`src/rtl/bcd_serial_adder_if.sv`:
```
// bcd_serial_adder_if
//   Handshake and data bundle for the digit-serial BCD adder.
//   master : drives start/a/b/cin, observes the result and status
//   slave  : the adder itself
//   start        request to begin an addition
//   a, b         BCD operands, digit i at [4i+3:4i], digit 0 least significant
//   cin          carry into digit 0
//   sum, cout    registered BCD result and carry out of the top digit
//   error        registered flag, some operand digit was greater than 9
//   busy         high while digits are being processed
//   done         one-cycle pulse, result valid
//   hex          (only with BCD_SEVSEG_OUT_EN) active-low 7-segment image of sum
interface bcd_serial_adder_if #(
  parameter int DIGITS = 4
);
  logic                  start;
  logic [4*DIGITS-1:0]   a;
  logic [4*DIGITS-1:0]   b;
  logic                  cin;
  logic [4*DIGITS-1:0]   sum;
  logic                  cout;
  logic                  error;
  logic                  busy;
  logic                  done;
`ifdef BCD_SEVSEG_OUT_EN
  logic [7*DIGITS-1:0]   hex;

  modport master (output start, a, b, cin,
                  input  sum, cout, error, busy, done, hex);
  modport slave  (input  start, a, b, cin,
                  output sum, cout, error, busy, done, hex);
`else
  modport master (output start, a, b, cin,
                  input  sum, cout, error, busy, done);
  modport slave  (input  start, a, b, cin,
                  output sum, cout, error, busy, done);
`endif
endinterface

```
`src/rtl/bcd_serial_adder.sv`:
```
// bcd_serial_adder
//   Adds two DIGITS-digit BCD numbers one digit per clock, least significant
//   digit first. Operands are latched when start is seen in IDLE; the result,
//   carry and error flag update together on the edge that handles the top digit.
//   Optional macro BCD_SEVSEG_OUT_EN adds an active-low 7-segment image of sum.
// Ports
//   clk     system clock, rising edge
//   resetn  asynchronous active-low reset
//   bus     bcd_serial_adder_if.slave (start, a, b, cin, sum, cout, error,
//           busy, done, and hex when BCD_SEVSEG_OUT_EN is defined)
//
// state | meaning
// IDLE  | waiting for start; operands latched on the start edge
// ADD   | one digit per clock; busy=1
// DONE  | single cycle with done=1, start ignored
module bcd_serial_adder #(
  parameter int DIGITS = 4
) (
  input  logic               clk,
  input  logic               resetn,
  bcd_serial_adder_if.slave  bus
);
  localparam int W = 4 * DIGITS;

  typedef enum logic [1:0] {IDLE, ADD, DONE} state_t;

  state_t         state, state_nxt;
  // a_q doubles as the result accumulator: each ADD cycle shifts one operand
  // digit out at the bottom and the computed sum digit in at the top.
  logic [W-1:0]   a_q;
  logic [W-1:0]   b_q;
  logic           carry_q;
  logic           err_acc_q;
  logic [3:0]     cnt_q;
  logic [W-1:0]   sum_q;
  logic           cout_q;
  logic           error_q;

  logic [3:0]     a_i, b_i, dig;
  logic [4:0]     t, t6;
  logic           carry_nxt, err_nxt, last;
  logic [W-1:0]   sum_new;

  always_comb begin
    a_i       = a_q[3:0];
    b_i       = b_q[3:0];
    t         = {1'b0, a_i} + {1'b0, b_i} + {4'b0, carry_q};
    t6        = t + 5'd6;
    carry_nxt = (t > 5'd9);
    dig       = carry_nxt ? t6[3:0] : t[3:0];
    err_nxt   = err_acc_q | (a_i > 4'd9) | (b_i > 4'd9);
    last      = (cnt_q == 4'd0);
  end

  generate
    if (DIGITS == 1) begin : g_one
      assign sum_new = dig;
    end else begin : g_multi
      assign sum_new = {dig, a_q[W-1:4]};
    end
  endgenerate

  always_ff @(posedge clk or negedge resetn) begin
    if (!resetn) state <= IDLE;
    else         state <= state_nxt;
  end

  always_comb begin
    state_nxt = state;
    case (state)
      IDLE:    if (bus.start) state_nxt = ADD;
      ADD:     if (last)      state_nxt = DONE;
      DONE:    state_nxt = IDLE;
      default: state_nxt = IDLE;
    endcase
  end

`ifdef BCD_SEVSEG_OUT_EN
  logic [7*DIGITS-1:0] hex_q, hex_nxt;

  function automatic logic [6:0] seg7(input logic [3:0] d);
    case (d)
      4'd0:    seg7 = 7'h40;
      4'd1:    seg7 = 7'h79;
      4'd2:    seg7 = 7'h24;
      4'd3:    seg7 = 7'h30;
      4'd4:    seg7 = 7'h19;
      4'd5:    seg7 = 7'h12;
      4'd6:    seg7 = 7'h02;
      4'd7:    seg7 = 7'h78;
      4'd8:    seg7 = 7'h00;
      4'd9:    seg7 = 7'h10;
      default: seg7 = 7'h7F;
    endcase
  endfunction

  always_comb begin
    hex_nxt = '1;
    for (int i = 0; i < DIGITS; i++)
      hex_nxt[7*i +: 7] = err_nxt ? 7'h7F : seg7(sum_new[4*i +: 4]);
  end

  always_ff @(posedge clk or negedge resetn) begin
    if (!resetn)                  hex_q <= '1;
    else if (state == ADD && last) hex_q <= hex_nxt;
  end

  assign bus.hex = hex_q;
`endif

  always_ff @(posedge clk or negedge resetn) begin
    if (!resetn) begin
      a_q       <= '0;
      b_q       <= '0;
      carry_q   <= 1'b0;
      err_acc_q <= 1'b0;
      cnt_q     <= 4'd0;
      sum_q     <= '0;
      cout_q    <= 1'b0;
      error_q   <= 1'b0;
    end else begin
      case (state)
        IDLE: if (bus.start) begin
          a_q       <= bus.a;
          b_q       <= bus.b;
          carry_q   <= bus.cin;
          err_acc_q <= 1'b0;
          cnt_q     <= 4'(DIGITS - 1);
        end
        ADD: begin
          a_q       <= sum_new;
          b_q       <= b_q >> 4;
          carry_q   <= carry_nxt;
          err_acc_q <= err_nxt;
          cnt_q     <= cnt_q - 4'd1;
          if (last) begin
            sum_q   <= sum_new;
            cout_q  <= carry_nxt;
            error_q <= err_nxt;
          end
        end
        default: ;
      endcase
    end
  end

  assign bus.sum   = sum_q;
  assign bus.cout  = cout_q;
  assign bus.error = error_q;
  assign bus.busy  = (state == ADD);
  assign bus.done  = (state == DONE);
endmodule
```
`src/flat_wrapper.sv`:
```
// flat-port wrapper written by rule: the top's interface ports become plain ports
module bcd_serial_adder_flat 
#(
  parameter int DIGITS = 4
)
  (clk, resetn, bus_start, bus_a, bus_b, bus_cin, bus_sum, bus_cout, bus_error, bus_busy, bus_done);
  bcd_serial_adder_if #(.DIGITS(DIGITS)) bus_i ();
  input  logic clk;
  input  logic resetn;
  input wire logic [$bits(bus_i.start)-1:0] bus_start;
  input wire logic [$bits(bus_i.a)-1:0] bus_a;
  input wire logic [$bits(bus_i.b)-1:0] bus_b;
  input wire logic [$bits(bus_i.cin)-1:0] bus_cin;
  output wire logic [$bits(bus_i.sum)-1:0] bus_sum;
  output wire logic [$bits(bus_i.cout)-1:0] bus_cout;
  output wire logic [$bits(bus_i.error)-1:0] bus_error;
  output wire logic [$bits(bus_i.busy)-1:0] bus_busy;
  output wire logic [$bits(bus_i.done)-1:0] bus_done;
  assign bus_i.start = bus_start;
  assign bus_i.a = bus_a;
  assign bus_i.b = bus_b;
  assign bus_i.cin = bus_cin;
  assign bus_sum = bus_i.sum;
  assign bus_cout = bus_i.cout;
  assign bus_error = bus_i.error;
  assign bus_busy = bus_i.busy;
  assign bus_done = bus_i.done;
  bcd_serial_adder #(.DIGITS(DIGITS)) u_core (.clk(clk), .resetn(resetn), .bus(bus_i));
endmodule
```
`config.mk`:
```
export PLATFORM = sky130hd
export DESIGN_NAME = bcd_serial_adder_flat
export DESIGN_NICKNAME = d
export VERILOG_FILES = /design/src/rtl/bcd_serial_adder_if.sv /design/src/rtl/bcd_serial_adder.sv /design/src/flat_wrapper.sv
export SDC_FILE = /design/constraint.sdc
export NUM_CORES = 1
export LEC_CHECK = 0
export CAP_MARGIN = 20
export CORE_MARGIN = 3
export CORE_UTILIZATION = 35
export DETAILED_ROUTE_END_ITERATION = 8
export GPL_ROUTABILITY_DRIVEN = 1
export PLACE_DENSITY = 0.65
export SYNTH_ARGS = -nofsm -noshare
export SYNTH_HDL_FRONTEND = slang
export SYNTH_SLANG_ARGS = --single-unit
export TNS_END_PERCENT = 5
```
`constraint.sdc`:
```
create_clock -name clk -period 4.02 [get_ports clk]
set_input_delay 1.206 -clock clk [delete_from_list [all_inputs] [get_ports clk]]
set_output_delay 1.206 -clock clk [all_outputs]
set_load 0.05 [all_outputs]
```
==> qor.yml, run 1 <==
outcome:
  status: "finished clean"
clock_tree:
  clk_latency_ps: 340
  clock-root-buffer: "sky130_fd_sc_hd__clkbuf_8"
  cts_made_buffers: 9
  clock_path_buffers: 2
  post_cts_setup_repair_buffer_count: 0
  cts_tree: "done"
  hold_buffers: 0
  cts.reportedPaths.clkPinSlew_ps: 70
  htree_num_levels: 3
  clock_sinks: 58
  post_cts_resized: 0
setup_path:
  r2r_end: "u_core.carry_q$_DFFE_PN0P_"
  r2r_start: "u_core.carry_q$_DFFE_PN0P_"
  cpMostUsedCell: "sky130_fd_sc_hd__fa_1"
  crit_chain: "fa_1 > fa_1 > xnor2_1 > ha_1 > nor2b_1 > a31oi_1 > and3_4 > nor2_1 > o21ai_1"
  cp_max_fo: 6
  slowest_library_cell_on_the_worst_path: "sky130_fd_sc_hd__fa_1"
  worstRegToRegCells: 9
  largest_stage_delay_on_the_critical_path_ps: 480
  reg2reg_setup_slack_ps: 970
  setup.worst_path.start: "u_core.carry_q$_DFFE_PN0P_"
  cp_launch_type: "flip-flop"
  worst_ep_arrival_time_ps: 3270
  required_time_of_the_worst_setup_path_ps: 4250
  endpoint_type_of_the_worst_setup_path: "flip-flop"
  ws_path_type: "flip-flop to flip-flop"
floorplan:
  std_cell_rows: 33
  dieWidth_um: 98.3
  boundaryPins: 56
  fp.dieH_um: 98.3
  die-area_um2: 9660
  core_region_area_um2: 8260
  effective_utilization_at_floorplan_pct: 36.1
power_and_ir_drop:
  p_leak_uw: 0.00167
  switching_share_pct: 45.7
  netSwitchingPower_uw: 1640
  power.clock.fraction_pct: 16.7
  powerDensity_nw_per_um2: 933
  sequential_share_of_power_pct: 29.6
  worst_ir_drop_vdd_mv: 0.330
  pwr-share-comb_pct: 53.7
  internal_cell_power_uw: 1940
  p_total_uw: 3580
yosys:
  ys_types: 31
  synth_ff_type: "sky130_fd_sc_hd__dfrtp_1"
  synth-seq-cells: 58
  avgSynthCellArea_um2: 8.98
  synthArstFlopShare_pct: 100
  synth.cell_area_um2: 2980
  synth_warnings: 0
  synth.yosys.seq_area_share_pct: 48.7
  postSynthCellCount: 332
  number_of_enable_type_register_cells_in_the_synthesized_netlist: 0
  synth.net_count: 376
place:
  numPortBuffers: 55
  gp_routability_congestion: 0.817
  hpwl_um: 4930
drt:
  drt_first_iter_violations: 167
  routed-via-count: 2600
  wl_per_cell_um: 15.3
  postRouteWirelength_um: 7550
  drc_errors: 0
  firstDrtPassIters: 4
  route.antenna.remaining_nets: 0
  vias_per_instance: 5.28
global_routing:
  grt_pass1_wl_um: 12300
  antenna_found_initial: 0
  grt_total_usage_pct: 16.0
  grt_remaining_overflow: 0
  vias_in_the_first_global_route: 2436
  largest_net_degree_at_the_start_of_global_routing: 59
sta:
  setup_viol_count_final: 0
  final.period_utilization_pct: 75.8
  skew_ps: 8.05
  totalNegativeSetupSlack_ps: 0
  finalMaxSlewViolations: 0
  rsz_0062_raised_after_global_routing: "no"
  finalWorstPathRequiredPeriod_ps: 3050
  hold_viol_final: 0
  max_clock_freq_mhz: 328
  tightestPinTransition_ps: 582
  slew_headroom_pct: 61.1
hold_path:
  hold_path_startpoint: "u_core.bus.sum[5]$_DFFE_PN0P_"
  timing.hold.worst_path_depth: 2
  holdCritPathClass: "flip-flop to flip-flop"
  hold_end: "u_core.bus.sum[5]$_DFFE_PN0P_"
layout:
  layout.nets: 426
  final_core_util_pct: 46.5
  flow.area_growth_from_synthesis_pct: 28.7
  antenna_cells: 0
  drive_gt1_share_pct: 8.79
run:
  max_cap_violations: 0
[power groups by stage]
stage	Sequential, µW	Clock [µW]	Combinational, µW
after global routing	1090	639	2120
after CTS	1060	610	1930
final	1060	597	1920
after global placement	1060	0	1880
after detailed placement	1060	0	1920
after floorplan	1260	0	1220
[stage by stage]
| stage | instances | setup slack (ps) | cell area, µm² | hold slack (ps) |
|---|---|---|---|---|
| finish | 492 | 974 | 3840 | 473 |
| global route | 492 | 760 | 3840 | 501 |
| CTS | 492 | 975 | 3840 | 482 |
| detailed placement | 476 | 1040 | 3620 | 465 |
| global placement | 476 | 1150 | 3620 | 459 |
| floorplan | 332 | 1330 | 2980 | 451 |
[worst max-delay path by stage]
stage                                   to  cells past startpoint
3_3_place_gp   u_core.bus.cout$_DFFE_PN0P_                      9
3_5_place_dp    u_core.carry_q$_DFFE_PN0P_                      9
2_1_floorplan   u_core.a_q[13]$_DFFE_PN0P_                      9
5_1_grt         u_core.carry_q$_DFFE_PN0P_                      9
6_report        u_core.carry_q$_DFFE_PN0P_                      9
4_1_cts         u_core.carry_q$_DFFE_PN0P_                      9
[worst max-delay path: cells and delay by family (launching register included)]
kind | cells | cell delay [ps]
xor gates and xnor gates | 1 | 440
DFF | 1 | 420
AOI/OAI and AO/OA | 2 | 190
adders and majority gates | 3 | 1250
and+or+nand+nor | 3 | 620
[placed cells by master, fill, tap and decap left out, types with 5 or more instances in the layout]
cell type,count
sky130_fd_sc_hd__a21oi_1,38
sky130_fd_sc_hd__o21ai_1,36
sky130_fd_sc_hd__o21ai_0,5
sky130_fd_sc_hd__clkdlybuf4s50_1,53
sky130_fd_sc_hd__a22oi_1,26
sky130_fd_sc_hd__clkbuf_8,9
sky130_fd_sc_hd__nand2_1,55
sky130_fd_sc_hd__nor2_1,10
sky130_fd_sc_hd__buf_4,6
sky130_fd_sc_hd__dfrtp_1,58
sky130_fd_sc_hd__ha_1,6
sky130_fd_sc_hd__nor2b_1,33
[layout make-up]
cell class                      count  area (µm²)
Timing Repair Buffer               61         601
Clock inverter                      7        93.8
Tap cell                          105         131
Fill cell                         821        4420
Sequential cell                    58        1450
Inverter                            7        26.3
Multi-Input combinational cell    245        1410
Clock buffer                        9         124
[metal layers]
metal  share of wire (%)  vias up  wire, µm  GRT usage [%]
li1                    -     1262         -              -
met1                  47     1251      3580           22.4
met2                  45       72      3400           22.8
met3                 5.2       15       392           4.14
met4                 2.2        0       168           7.77
met5                   0        -         0              0
[state kept, by name (all words and copies together) (netlist names)]
name,count
u_core.a_q,16
u_core.b_q,16
u_core.bus.sum,16
u_core.cnt_q,4
u_core.state,2
u_core.bus.cout,1
u_core.bus.error,1
u_core.carry_q,1
u_core.err_acc_q,1
[logic make-up after synthesis]
group,synth area share [%]
AO/OA/AOI/OAI,24.3
adder cells (fa/ha/maj),3.86
AND/OR/NAND/NOR,18.3
multiplexers,0.378
flip-flops,48.7
buffers and inverters,4.11
XOR/XNOR,0.294
[synthesized netlist by cell type (3+ instances only)]
| library cell | number | area (µm²) |
|---|---|---|
| sky130_fd_sc_hd__dfrtp_1 | 58 | 1450 |
| sky130_fd_sc_hd__nand2_1 | 55 | 206 |
| sky130_fd_sc_hd__a21oi_1 | 38 | 190 |
| sky130_fd_sc_hd__o21ai_1 | 36 | 180 |
| sky130_fd_sc_hd__nor2b_1 | 34 | 213 |
| sky130_fd_sc_hd__a22oi_1 | 26 | 195 |
| sky130_fd_sc_hd__clkbuf_1 | 16 | 60.1 |
| sky130_fd_sc_hd__nor2_1 | 10 | 37.5 |
| sky130_fd_sc_hd__ha_1 | 6 | 75.1 |
| sky130_fd_sc_hd__buf_2 | 5 | 25.0 |
| sky130_fd_sc_hd__o21ai_0 | 5 | 25.0 |
| sky130_fd_sc_hd__inv_1 | 4 | 15.0 |
| sky130_fd_sc_hd__nand3_1 | 4 | 20.0 |
| sky130_fd_sc_hd__a21o_1 | 3 | 22.5 |
| sky130_fd_sc_hd__a31o_1 | 3 | 26.3 |
| sky130_fd_sc_hd__a31oi_1 | 3 | 18.8 |
| sky130_fd_sc_hd__inv_2 | 3 | 11.3 |
| sky130_fd_sc_hd__nor3_1 | 3 | 15.0 |
(Power assumes the default switching activity.)
==> run 2: changes to the inputs <==
==> constraint.sdc (replaced) <==
create_clock -name clk -period 3.1 [get_ports clk]
set_input_delay 0.93 -clock clk [delete_from_list [all_inputs] [get_ports clk]]
set_output_delay 0.93 -clock clk [all_outputs]
set_load 0.05 [all_outputs]
==> qor.yml, run 2 (synthesis results as in run 1) <==
sta:
  setup_viol_count_final: 0
  hold_viol_final: 0
  rsz_0062_raised_after_global_routing: "no"
  slew_headroom_pct: 56.5
  finalWorstPathRequiredPeriod_ps: 2830
  max_clock_freq_mhz: 354
  totalNegativeSetupSlack_ps: 0
  tightestPinTransition_ps: 652
  setup_ws_ps: 273
  finalMaxSlewViolations: 0
  final.period_utilization_pct: 91.2
  skew_ps: 9.90
drt:
  postRouteWirelength_um: 7850
  route.antenna.remaining_nets: 0
  drt_first_iter_violations: 127
  wl_per_cell_um: 15.8
  routed-via-count: 2651
  firstDrtPassIters: 5
  drc_errors: 0
  vias_per_instance: 5.32
clock_tree:
  cts_made_buffers: 9
  clock_sinks: 58
  clock_path_buffers: 2
  hold_buffers: 0
  cts.reportedPaths.clkPinSlew_ps: 70
  htree_num_levels: 3
  clk_latency_ps: 340
  post_cts_resized: 0
  clock-root-buffer: "sky130_fd_sc_hd__clkbuf_8"
  post_cts_setup_repair_buffer_count: 0
  cts_tree: "done"
floorplan:
  effective_utilization_at_floorplan_pct: 36.1
  die-area_um2: 9660
  fp.dieH_um: 98.3
  dieWidth_um: 98.3
  boundaryPins: 56
  std_cell_rows: 33
  core_region_area_um2: 8260
setup_path:
  endpoint_type_of_the_worst_setup_path: "flip-flop"
  worst_ep_arrival_time_ps: 3060
  cpMostUsedCell: "sky130_fd_sc_hd__fa_1"
  cp_launch_type: "flip-flop"
  crit_chain: "fa_1 > fa_1 > inv_1 > ha_1 > nor2b_1 > a31oi_1 > and3_4 > o21ai_2 > a31o_1"
  required_time_of_the_worst_setup_path_ps: 3340
  cp_max_fo: 4
  path_delay_family: "adder cells"
  ws_path_type: "flip-flop to flip-flop"
  cp.buffers_inverters: 1
  slowest_library_cell_on_the_worst_path: "sky130_fd_sc_hd__fa_1"
  largest_stage_delay_on_the_critical_path_ps: 580
layout:
  finish.instance_area_um2: 3920
  layout.nets: 432
  fin_cells: 498
  drive_gt1_share_pct: 10.4
  highest_count_cells_in_the_layout_ignoring_fill_and_taps: "58 x sky130_fd_sc_hd__dfrtp_1, 55 x sky130_fd_sc_hd__nand2_1, 52 x sky130_fd_sc_hd__clkdlybuf4s50_1, 38 x sky130_fd_sc_hd__a21oi_1, 36 x sky130_fd_sc_hd__o21ai_1"
  antenna_cells: 0
  final_core_util_pct: 47.5
  mostFrequentLayoutCell: "sky130_fd_sc_hd__dfrtp_1"
  flow.area_growth_from_synthesis_pct: 31.6
hold_path:
  holdCritPathClass: "flip-flop to flip-flop"
power_and_ir_drop:
  worst_ir_drop_vdd_mv: 0.443
  powerDensity_nw_per_um2: 1230
  p_leak_uw: 0.00172
place:
  numPortBuffers: 55
  dpl_worst_slack_ps: 274
  dpl.cell_count: 482
  hpwl_um: 5480
  post_dp_cell_area_um2: 3670
  gp_routability_congestion: 0.823
global_routing:
  grt_pass1_wl_um: 13100
  antenna_found_initial: 0
  largest_net_degree_at_the_start_of_global_routing: 39
  grt_total_usage_pct: 16.9
  grt_remaining_overflow: 0
  vias_in_the_first_global_route: 2575
outcome:
  status: "finished clean"
run:
  max_cap_violations: 0
[run 2: worst paths after layout]
path,start,end,slack [ps],depth (start not counted)
setup / recovery,u_core.carry_q$_DFFE_PN0P_,u_core.bus.sum[13]$_DFFE_PN0P_,270,9
hold / removal,u_core.bus.sum[6]$_DFFE_PN0P_,u_core.bus.sum[6]$_DFFE_PN0P_,480,2
setup reg to reg,u_core.carry_q$_DFFE_PN0P_,u_core.bus.sum[13]$_DFFE_PN0P_,270,9
hold reg to reg,u_core.bus.sum[6]$_DFFE_PN0P_,u_core.bus.sum[6]$_DFFE_PN0P_,480,2
max in group asynchronous,resetn,u_core.bus.sum[14]$_DFFE_PN0P_,1790,2
min in group asynchronous,resetn,u_core.b_q[15]$_DFFE_PN0P_,610,1
[run 2: area by class of cell]
cell class,instances,area (µm²)
fillers,813,4330
flip-flops and latches,58,1450
multi-input cells,245,1410
repair buffers,67,656
well taps,105,131
clock inverters,7,125
clock buffers,9,124
inverters,7,26.3
[run 2: worst register-to-register path: cells and delay by family, from the launching register on]
family	cells	cell delay [ps]
and+or+nand+nor	2	400
AOI/OAI and AO/OA	3	530
buffers and inverters	1	90
DFF	1	410
adders and majority gates	3	1280
[run 2: power by group]
group | total [µW] | switching, µW | internal (µW)
sequential | 1360 | 271 | 1090
combinational | 2590 | 1550 | 1040
clock | 880 | 338 | 542
[run 2: routing by layer]
layer / vias to the layer above / track usage (%) / wire length, µm
li1: 1278 / - / -
met4: 0 / 4.73 / 96
met3: 10 / 4.50 / 426
met2: 87 / 26.3 / 3640
met5: - / 0 / 0
met1: 1276 / 23.3 / 3690
[run 2: through the flow]
step	hold slack, ps	total power, µW
floorplan	451	3210
global placement	458	3960
detailed placement	463	3970
CTS	482	4860
global route	518	5210
finish	477	4830
==> run 3: changes to the inputs <==
==> constraint.sdc (replaced) <==
create_clock -name clk -period 3.1 [get_ports clk]
set_input_delay 0.465 -clock clk [delete_from_list [all_inputs] [get_ports clk]]
set_output_delay 0.465 -clock clk [all_outputs]
set_load 0.05 [all_outputs]
==> qor.yml, run 3 (synthesis results as in run 1) <==
layout:
  fin_cells: 494
  final_core_util_pct: 47.3
  layout.nets: 428
  antenna_cells: 0
  highest_count_cells_in_the_layout_ignoring_fill_and_taps: "58 x sky130_fd_sc_hd__dfrtp_1, 55 x sky130_fd_sc_hd__nand2_1, 53 x sky130_fd_sc_hd__clkdlybuf4s50_1, 38 x sky130_fd_sc_hd__a21oi_1, 36 x sky130_fd_sc_hd__o21ai_1"
  mostFrequentLayoutCell: "sky130_fd_sc_hd__dfrtp_1"
  flow.area_growth_from_synthesis_pct: 30.9
  finish.instance_area_um2: 3900
  drive_gt1_share_pct: 9.51
clock_tree:
  htree_num_levels: 3
  post_cts_resized: 0
  clk_latency_ps: 340
  clock_path_buffers: 2
  clock_sinks: 58
  cts_tree: "done"
  cts.reportedPaths.clkPinSlew_ps: 70
  post_cts_setup_repair_buffer_count: 0
  cts_made_buffers: 9
  clock-root-buffer: "sky130_fd_sc_hd__clkbuf_8"
  hold_buffers: 0
floorplan:
  boundaryPins: 56
  effective_utilization_at_floorplan_pct: 36.1
  fp.dieH_um: 98.3
  die-area_um2: 9660
  std_cell_rows: 33
  dieWidth_um: 98.3
  core_region_area_um2: 8260
drt:
  vias_per_instance: 5.31
  route.antenna.remaining_nets: 0
  wl_per_cell_um: 15.8
  highest_layer: "met4"
  routedLengthMet1_um: 3650
  drt_first_iter_violations: 138
  wl_met2_um: 3570
  firstDrtPassIters: 5
  routed-via-count: 2625
  routed_wl_met3_um: 486
  drc_errors: 0
  postRouteWirelength_um: 7820
global_routing:
  largest_net_degree_at_the_start_of_global_routing: 48
  grt_pass1_wl_um: 13000
  grt_remaining_overflow: 0
  antenna_found_initial: 0
  vias_in_the_first_global_route: 2595
  grt_total_usage_pct: 16.6
place:
  hpwl_um: 5090
  numPortBuffers: 55
  post_dp_cell_area_um2: 3630
  gp_routability_congestion: 0.927
  dpl.cell_count: 477
power_and_ir_drop:
  worst_ir_drop_vdd_mv: 0.444
  powerDensity_nw_per_um2: 1220
  p_total_uw: 4780
  p_leak_uw: 0.00171
sta:
  rsz_0062_raised_after_global_routing: "no"
  max_clock_freq_mhz: 346
  hold_viol_final: 0
  tightestPinTransition_ps: 736
  totalNegativeSetupSlack_ps: 0
  finalWorstPathRequiredPeriod_ps: 2890
  slew_headroom_pct: 50.8
  skew_ps: 10.0
  finalMaxSlewViolations: 0
  setup_viol_count_final: 0
  final.period_utilization_pct: 93.2
setup_path:
  worst_ep_arrival_time_ps: 3120
  cp_launch_type: "flip-flop"
  endpoint_type_of_the_worst_setup_path: "flip-flop"
  cp_max_fo: 6
  ws_path_type: "flip-flop to flip-flop"
  required_time_of_the_worst_setup_path_ps: 3330
hold_path:
  holdCritPathClass: "input port to async pin"
run:
  max_cap_violations: 0
outcome:
  status: "finished clean"
## run 3: changes by cell type in the layout (fill, tap and decap cells not counted), sizes merged
cell	previous run	this run
inv	9	7
clkdlybuf4s50	52	53
clkinv	2	4
buf	15	10
## run 3: layout make-up
type	instances	area, µm²
Clock buffer	9	124
Clock inverter	7	118
Fill cell	805	4350
Inverter	7	26.3
Multi-Input combinational cell	245	1420
Sequential cell	58	1450
Tap cell	105	131
Timing Repair Buffer	63	636
## run 3: worst max-delay path: stages (launching register included)
cell	delay, ps
sky130_fd_sc_hd__dfrtp_1	420
sky130_fd_sc_hd__fa_1	480
sky130_fd_sc_hd__fa_1	500
sky130_fd_sc_hd__xnor2_2	200
sky130_fd_sc_hd__ha_1	260
sky130_fd_sc_hd__nor2b_1	150
sky130_fd_sc_hd__a31oi_1	260
sky130_fd_sc_hd__and3_4	250
sky130_fd_sc_hd__o21ai_2	60
sky130_fd_sc_hd__a31o_1	200
## run 3: metal layers
layer,GRT usage [%],vias to the layer above
met5,0,-
met4,7.25,0
met3,3.79,11
met2,25.0,82
met1,22.9,1267
li1,-,1265
## run 3: worst paths after layout
| check | startpoint | end | slack, ps | cells past startpoint |
|---|---|---|---|---|
| setup / recovery | u_core.carry_q$_DFFE_PN0P_ | u_core.bus.sum[13]$_DFFE_PN0P_ | 210 | 9 |
| setup reg to reg | u_core.carry_q$_DFFE_PN0P_ | u_core.bus.sum[13]$_DFFE_PN0P_ | 210 | 9 |
| hold reg to reg | u_core.bus.sum[6]$_DFFE_PN0P_ | u_core.bus.sum[6]$_DFFE_PN0P_ | 480 | 2 |
| min in group clk | u_core.bus.sum[6]$_DFFE_PN0P_ | u_core.bus.sum[6]$_DFFE_PN0P_ | 480 | 2 |
| hold / removal | resetn | u_core.b_q[15]$_DFFE_PN0P_ | 140 | 1 |
| max in group asynchronous | resetn | u_core.bus.sum[9]$_DFFE_PN0P_ | 2370 | 2 |
## run 3: power breakdown
part           internal, µW  switching (µW)
Clock                   534             331
Combinational          1020            1510
Sequential             1090             303
## run 3: stage by stage
step	hold WS [ps]	setup slack, ps
4_1_cts	368	166
3_5_place_dp	467	177
2_1_floorplan	169	405
6_report	141	211
3_3_place_gp	460	275
5_1_grt	180	79.0
